## src/rtl/rns_addsub_pipe.sv

```systemverilog
// rns_addsub_pipe: two-stage modular add/subtract channel for one RNS residue.
// S1 registers the raw (WIDTH+1)-bit sum/difference; S2 applies the single
// modular correction and presents the result. A global enable stalls both
// stages together under downstream back-pressure.
// Optional feature macro: RNS_ADDSUB_RANGECHK_EN adds an operand range check
// that flags residues >= MODULUS (err = 1, result = 0, not counted).
module rns_addsub_pipe #(
  parameter int WIDTH   = 8,
  parameter int MODULUS = 251,
  parameter int CNT_W   = 16
) (
  input  logic             clk,
  input  logic             rst_n,
  input  logic             in_valid,
  output logic             in_ready,
  input  logic             sub,
  input  logic [WIDTH-1:0] dataa,
  input  logic [WIDTH-1:0] datab,
  output logic             out_valid,
  input  logic             out_ready,
  output logic [WIDTH-1:0] result,
  output logic             err,
  output logic [CNT_W-1:0] red_cnt,
  input  logic             cnt_clr
);

  localparam logic [WIDTH:0]   MOD_EXT = (WIDTH+1)'(MODULUS);
  localparam logic [WIDTH-1:0] MOD_W   = WIDTH'(MODULUS);
  localparam logic [CNT_W-1:0] CNT_MAX = {CNT_W{1'b1}};

  logic             en_s;
  logic             deliver_s;
  logic [WIDTH:0]   raw_s;
  logic [WIDTH-1:0] fix_s;
  logic             corr_s;

  logic             s1_valid_r;
  logic             s1_sub_r;
  logic [WIDTH:0]   s1_raw_r;
  logic             s2_valid_r;
  logic [WIDTH-1:0] s2_result_r;
  logic             s2_corr_r;
  logic [CNT_W-1:0] red_cnt_r;

  // Whole pipe advances whenever the output slot is empty or being drained.
  assign en_s      = out_ready | ~s2_valid_r;
  assign deliver_s = s2_valid_r & out_ready;
  assign in_ready  = en_s;
  assign out_valid = s2_valid_r;
  assign result    = s2_result_r;
  assign red_cnt   = red_cnt_r;

  // Raw sum or two's-complement difference; the extra MSB is carry or borrow.
  always_comb begin
    raw_s = '0;
    if (sub) begin
      raw_s = {1'b0, dataa} - {1'b0, datab};
    end else begin
      raw_s = {1'b0, dataa} + {1'b0, datab};
    end
  end

  // Single modular correction of the S1 value; true results fit in WIDTH bits.
  always_comb begin
    fix_s  = s1_raw_r[WIDTH-1:0];
    corr_s = 1'b0;
    if (s1_sub_r) begin
      if (s1_raw_r[WIDTH]) begin
        fix_s  = s1_raw_r[WIDTH-1:0] + MOD_W;
        corr_s = 1'b1;
      end else begin
        fix_s  = s1_raw_r[WIDTH-1:0];
        corr_s = 1'b0;
      end
    end else begin
      if (s1_raw_r >= MOD_EXT) begin
        fix_s  = s1_raw_r[WIDTH-1:0] - MOD_W;
        corr_s = 1'b1;
      end else begin
        fix_s  = s1_raw_r[WIDTH-1:0];
        corr_s = 1'b0;
      end
    end
  end

  // Stage 1: capture raw arithmetic, operation and valid (bubble when idle).
  always_ff @(posedge clk or negedge rst_n) begin
    if (!rst_n) begin
      s1_valid_r <= 1'b0;
      s1_sub_r   <= 1'b0;
      s1_raw_r   <= '0;
    end else if (en_s) begin
      s1_valid_r <= in_valid;
      s1_sub_r   <= sub;
      s1_raw_r   <= raw_s;
    end
  end

`ifdef RNS_ADDSUB_RANGECHK_EN
  logic range_err_s;
  logic s1_err_r;
  logic s2_err_r;

  // Operands outside the residue range are flagged at the input.
  always_comb begin
    range_err_s = 1'b0;
    if (({1'b0, dataa} >= MOD_EXT) || ({1'b0, datab} >= MOD_EXT)) begin
      range_err_s = 1'b1;
    end else begin
      range_err_s = 1'b0;
    end
  end

  // Range flag travels with its operands through stage 1.
  always_ff @(posedge clk or negedge rst_n) begin
    if (!rst_n) begin
      s1_err_r <= 1'b0;
    end else if (en_s) begin
      s1_err_r <= range_err_s;
    end
  end

  // Stage 2: flagged results are forced to zero and never counted.
  always_ff @(posedge clk or negedge rst_n) begin
    if (!rst_n) begin
      s2_valid_r  <= 1'b0;
      s2_result_r <= '0;
      s2_corr_r   <= 1'b0;
      s2_err_r    <= 1'b0;
    end else if (en_s) begin
      s2_valid_r <= s1_valid_r;
      if (s1_err_r) begin
        s2_result_r <= '0;
        s2_corr_r   <= 1'b0;
        s2_err_r    <= 1'b1;
      end else begin
        s2_result_r <= fix_s;
        s2_corr_r   <= corr_s;
        s2_err_r    <= 1'b0;
      end
    end
  end

  assign err = s2_err_r;
`else
  // Stage 2: corrected result and whether a correction was needed.
  always_ff @(posedge clk or negedge rst_n) begin
    if (!rst_n) begin
      s2_valid_r  <= 1'b0;
      s2_result_r <= '0;
      s2_corr_r   <= 1'b0;
    end else if (en_s) begin
      s2_valid_r  <= s1_valid_r;
      s2_result_r <= fix_s;
      s2_corr_r   <= corr_s;
    end
  end

  assign err = 1'b0;
`endif

  // Saturating count of delivered corrected results; clear has priority.
  always_ff @(posedge clk or negedge rst_n) begin
    if (!rst_n) begin
      red_cnt_r <= '0;
    end else if (cnt_clr) begin
      red_cnt_r <= '0;
    end else if (deliver_s && s2_corr_r && (red_cnt_r != CNT_MAX)) begin
      red_cnt_r <= red_cnt_r + {{(CNT_W-1){1'b0}}, 1'b1};
    end
  end

endmodule

```

## config.mk

```make
export PLATFORM = sky130hd
export DESIGN_NAME = rns_addsub_pipe
export DESIGN_NICKNAME = d
export VERILOG_FILES = /design/src/rtl/rns_addsub_pipe.sv
export SDC_FILE = /design/constraint.sdc
export NUM_CORES = 1
export LEC_CHECK = 0
export ABC_CLOCK_PERIOD_IN_PS = 2100
export CORE_ASPECT_RATIO = 2
export CORE_MARGIN = 1.5
export CORE_UTILIZATION = 30
export DETAILED_ROUTE_END_ITERATION = 12
export DONT_BUFFER_PORTS = 1
export GPL_TIMING_DRIVEN = 0
export SLEW_MARGIN = 10
export SYNTH_ARGS = -nofsm -noshare
export SYNTH_HDL_FRONTEND = slang
export SYNTH_SLANG_ARGS = --single-unit
```

## constraint.sdc

```tcl
create_clock -name clk -period 2.1 [get_ports clk]
set_clock_uncertainty 0.15 [all_clocks]
set_input_delay 0.525 -clock clk [delete_from_list [all_inputs] [get_ports clk]]
set_output_delay 0.525 -clock clk [all_outputs]
set_load 0.005 [all_outputs]
```

After elaboration in Yosys (flattened, before gate mapping)
Cells that the tools add are included.
- mux-type cells: 9
- shift-type cells: 0
- divide/modulo/power cells: 0
- reduce and logical (&&, ||, !) cells: 3
- $lt $le $gt $ge: 1
- $add $sub $neg: 5
- $mul: 0
- bitwise operators: 3
- equality and inequality tests: 1
- operators with widths (operator ; count):
    16-bit two-way mux ; 2
    8-bit two-way mux ; 3
    16-bit by 1-bit adder with 16-bit output, second input constant ; 1
    16-bit != test, second input constant ; 1
    8-bit by 8-bit adder with 9-bit output ; 1
    9-bit by 8-bit >= comparator with 1-bit output, second input constant ; 1
    9-bit two-way mux ; 1
    8-bit by 8-bit subtractor with 9-bit output ; 1
    8-bit adder, second input constant ; 1
    8-bit subtractor, second input constant ; 1
    1-bit two-way mux ; 3
    1-bit logical AND ; 2
    2-bit nonzero test ; 1
    1-bit bitwise AND ; 1
    1-bit inverter ; 1
    1-bit OR ; 1
- output and inout bits: 27
- memories: 0
- memory bits (writable): 0
- logic and storage cells: 29
- register bits: 37
- ROM bits: 0
- latch bits: 0

Logic depth before layout (Yosys ltp)
- depth after elaboration: 5
- depth in mapped cells: 10
- mapped depth without buffers: 10

Worst setup path before layout
Ideal clock, no wire load.
- kind: in2reg
- start point: input datab[3]
- end point: register s1_raw_r[8]
- arrival: 2.386 ns
- slack: -0.518 ns
- setup time: 0.082 ns
- path buffers: 0
- data required time: 1.868 ns
- cell stages on the path: 8
- cells stage by stage: nor4_1 > a21oi_1 > xnor2_1 > ha_1 > or3_1 > o211a_1 > or3_1 > a31oi_1
- longest elaborated chain between the ends: 2
- ends and longest elaborated chain (element ; RTL line ; text):
    from (decl) ; 18 ; input logic [WIDTH-1:0] datab,
    8-bit by 8-bit adder with 9-bit output or 8-bit by 8-bit subtractor with 9-bit output (tied branches) ; 59, 57 ;
    9-bit two-way mux * ; 56 ; if (sub) begin
    to (signal assigned) ; 95 ; s1_raw_r <= raw_s;
    to (decl) ; 39 ; logic [WIDTH:0] s1_raw_r;
Mark *: on every way between the ends. The rest lies on a longest branch, timed or not.
A chain may end at the register's enable or synchronous reset.

Final worst setup path
Ends and elaborated chain as after synthesis.

==> results by group <==
Layout
  – Post-Layout Inst Area: 3070 µm²
  – Final Non-Filler Cells: 403
  – Area Overhead vs Synth: 24.5%
  – Filler cell count: 815
  – N_diodes: 0
  – NumNets Final: 341
  – Share of cells above drive strength 1: 17.9%
  – Fin util: 38.7%

Status
  – Failing checks: setup timing
  – Status: finished, violations left

Global route
  – Largest net degree at the start of global routing: 38
  – First-pass GRT wire length: 10.2 mm
  – Grt total ovfl: 0
  – Vias in the first global route: 2,217
  – Initial antenna violation count: 0
  – Global-route usage over all layers: 15.1%

Power
  – Internal power: 1.85 mW
  – P per Cell Area: 873 nW/µm²
  – Leakage power: 1.25 nW
  – Seq pwr share: 36.2%
  – Clock power frac: 36.9%
  – Worst VDD drop: 0.315 mV
  – Sw frac: 30.9%
  – Pwr Total: 2.68 mW
  – Combinational Power Share: 26.9%
  – Psw: 0.830 mW

Synthesis
  – Ys async rst share: 100%
  – Post-synth EDFFs: 0
  – Mean Syn Cell Area: 8.63 µm²
  – Post-synth cell types: 49
  – Seq/Total Area, Yosys: 37.5%
  – Synth Net Count: 321
  – Ys flop type: dfrtp_1
  – Synthesized area: 2470 µm²
  – Post-Synthesis Cells: 286
  – Flops & latches, synth: 37
  – Synth Warn #: 0

Min path
  – Hold Path Depth: 2
  – Hold Path End: s1_valid_r
  – Hold_sp: in_valid
  – Hold crit path type: input port to flop

Clocking
  – Clock Latency Late Sink: 0.29 ns
  – H-tree Lvls: 2
  – Number of buffers created by CTS: 5
  – Clk sinks: 37
  – CTS tree: done
  – Clock Root Buffer: clkbuf_16
  – Clock-pin slew on the worst setup and hold paths: 0.06 ns
  – Clock Tree Buf Depth: 2

Die
  – Row count: 46
  – DIE HEIGHT: 131 µm
  – I/O pin cnt: 49
  – Die Footprint: 8820 µm²
  – Initial Util: 31.1%
  – Die Span X: 67.1 µm
  – Core area: 7940 µm²

Route
  – DR vias: 2,187
  – Iteration-0 DRC count of the detailed router: 152
  – DR DRC count: 0
  – First-pass DRT Iterations: 4
  – Post-route ant nets: 0
  – Vias per inst: 5.43
  – Total length of routed wires: 6.49 mm
  – Routed wire length per instance: 16.1 µm

STA
  – Minimum clock period: 2.26 ns
  – Crit share post-route: 108%
  – Maximum clock frequency: 0.443 GHz
  – Slew @ Worst Pin: 0.526 ns
  – Setup ws final: -0.159 ns
  – Fin Setup TNS: -0.565 ns
  – WHS: 0.199 ns
  – Final slew viol count: 0
  – RSZ-0062 raised after global routing: true
  – Setup violations, final: 6
  – Slew HR: 65.0%
  – Endpoints failing hold: 0

Setup path
  – RR Startpoint: red_cnt[11]
  – R2R Path End: red_cnt[2]
  – Worst setup path class: input port to flop
  – R2R cell count: 4
  – Startpoint types: input port
  – Reg-to-reg slack, setup: 0.15 ns
  – Crit. End Element: flop
  – WP data required: 2.16 ns
  – CP max FO: 4
  – Crit path DAT: 2.32 ns

Flow run
  – MaxCap Viol Count: 0

Place
  – Placed insts: 382
  – Post-DP HPWL: 4.82 mm
  – Post-Place Setup Slack: -0.643 ns
  – Port bufs: 0
  – Cell Area, Placed: 2660 µm²
  – GP Congestion: 0.814
[state kept, by name, indices dropped and copies added, names as in the netlist]
| name | count |
|---|---|
| s1_valid_r | 1 |
| red_cnt | 16 |
| out_valid | 1 |
| result | 8 |
| s2_corr_r | 1 |
| s1_raw_r | 9 |
| s1_sub_r | 1 |
[timing repair]
item	CTS	global route
pin swaps	8	12
gates resized for setup	15	11
endpoints found under the setup margin	5	7
hold buffers	2	0
buffers inserted	5	6
endpoints found under the hold margin	37	0
[area by class of cell]
| class | count | area [µm²] | area share (%) |
|---|---|---|---|
| Buffer | 14 | 91.3 | 2.97 |
| Clock buffer | 5 | 125 | 4.07 |
| Clock inverter | 3 | 68.8 | 2.24 |
| Inverter | 10 | 71.3 | 2.32 |
| Multi-Input combinational cell | 225 | 1560 | 50.7 |
| Sequential cell | 37 | 926 | 30.1 |
| Tap cell | 96 | 120 | 3.91 |
| Timing Repair Buffer | 13 | 113 | 3.66 |
[power groups by stage]
stage	registers [mW]	clock network [mW]	logic (mW)
final	0.971	0.991	0.722
after global routing	0.992	1.03	0.809
after CTS	0.978	1.01	0.691
after detailed placement	0.992	0	0.633
after global placement	0.986	0	0.614
after floorplan	0.944	0	0.511
[worst max path at each step]
stage / startpoint / endpoint / slack [ns]
after floorplan: datab[1] / s1_raw_r[8] / -0.44
after global placement: datab[3] / s1_raw_r[8] / -0.65
after detailed placement: datab[3] / s1_raw_r[8] / -0.64
after CTS: datab[4] / s1_raw_r[8] / -0.17
after global routing: datab[0] / s1_raw_r[6] / -0.23
final: datab[3] / s1_raw_r[8] / -0.16
[layer usage]
layer  GRT usage [%]  up-vias  part of all wire (%)
li1                -     1061                     -
met1            14.1     1037                    34
met3            2.83       14                   4.8
met2            28.2       75                    59
met5               0        -                     0
met4            9.30        0                   2.5
[synthesized netlist by cell type (3+ instances only)]
| cell type | count | share of area, % |
|---|---|---|
| o211ai_1 | 3 | 0.91 |
| nor2b_1 | 4 | 1.0 |
| o31ai_1 | 6 | 1.8 |
| o21a_1 | 8 | 2.4 |
| ha_1 | 12 | 6.1 |
| clkbuf_1 | 7 | 1.1 |
| o21ai_0 | 10 | 2.0 |
| nor4_1 | 8 | 2.0 |
| nor2_1 | 38 | 5.8 |
| and4_1 | 3 | 1.1 |
| or3_1 | 6 | 1.5 |
| nand2_1 | 25 | 3.8 |
| buf_2 | 3 | 0.61 |
| xnor2_1 | 16 | 5.7 |
| xor2_1 | 7 | 2.5 |
| nand3_1 | 4 | 0.81 |
| nor3_1 | 18 | 3.6 |
| and3_1 | 3 | 0.76 |
| a21oi_1 | 19 | 3.9 |
| a211oi_1 | 4 | 1.2 |
| a31oi_1 | 4 | 1.0 |
| dfrtp_1 | 37 | 38 |
| nand4_1 | 3 | 0.76 |
| inv_1 | 9 | 1.4 |
[layout by cell type, fill, tap and decap left out, types with 3 or more instances in the layout]
master / Yosys / layout
nor4_1: 8 / 5
a31oi_1: 4 / 3
nand3_1: 4 / 4
a211oi_1: 4 / 4
nand4_1: 3 / 3
nand2_1: 25 / 25
o21a_1: 8 / 8
dfrtp_1: 37 / 37
buf_4: 1 / 12
o211ai_1: 3 / 3
and4_1: 3 / 3
nor2b_1: 4 / 3
and3_1: 3 / 3
o21ai_0: 10 / 10
buf_2: 3 / 3
ha_1: 12 / 8
xor2_1: 7 / 7
clkbuf_1: 7 / 4
xnor2_1: 16 / 15
nor2_1: 38 / 37
inv_1: 9 / 6
or3_1: 6 / 6
clkbuf_16: 0 / 5
a21oi_1: 19 / 17
o31ai_1: 6 / 5
nor3_1: 18 / 16
[kinds of logic after synthesis]
kind of cell / share of synthesized area, %
AND/OR/NAND/NOR: 24.9
AO/OA/AOI/OAI: 16.8
flip-flops: 37.5
buffers and inverters: 4.26
XOR/XNOR: 8.16
adder cells (fa/ha/maj): 6.89
multiplexers: 1.27
other: 0.152
[critical path: stages]
cell and delay (ns):
nor4_4 0.31, a21oi_2 0.10, xnor2_1 0.13, ha_2 0.19
or3_1 0.37, o211a_1 0.25, or3_1 0.31, a31oi_1 0.13
Note: power is estimated with default switching activity, not from simulation.
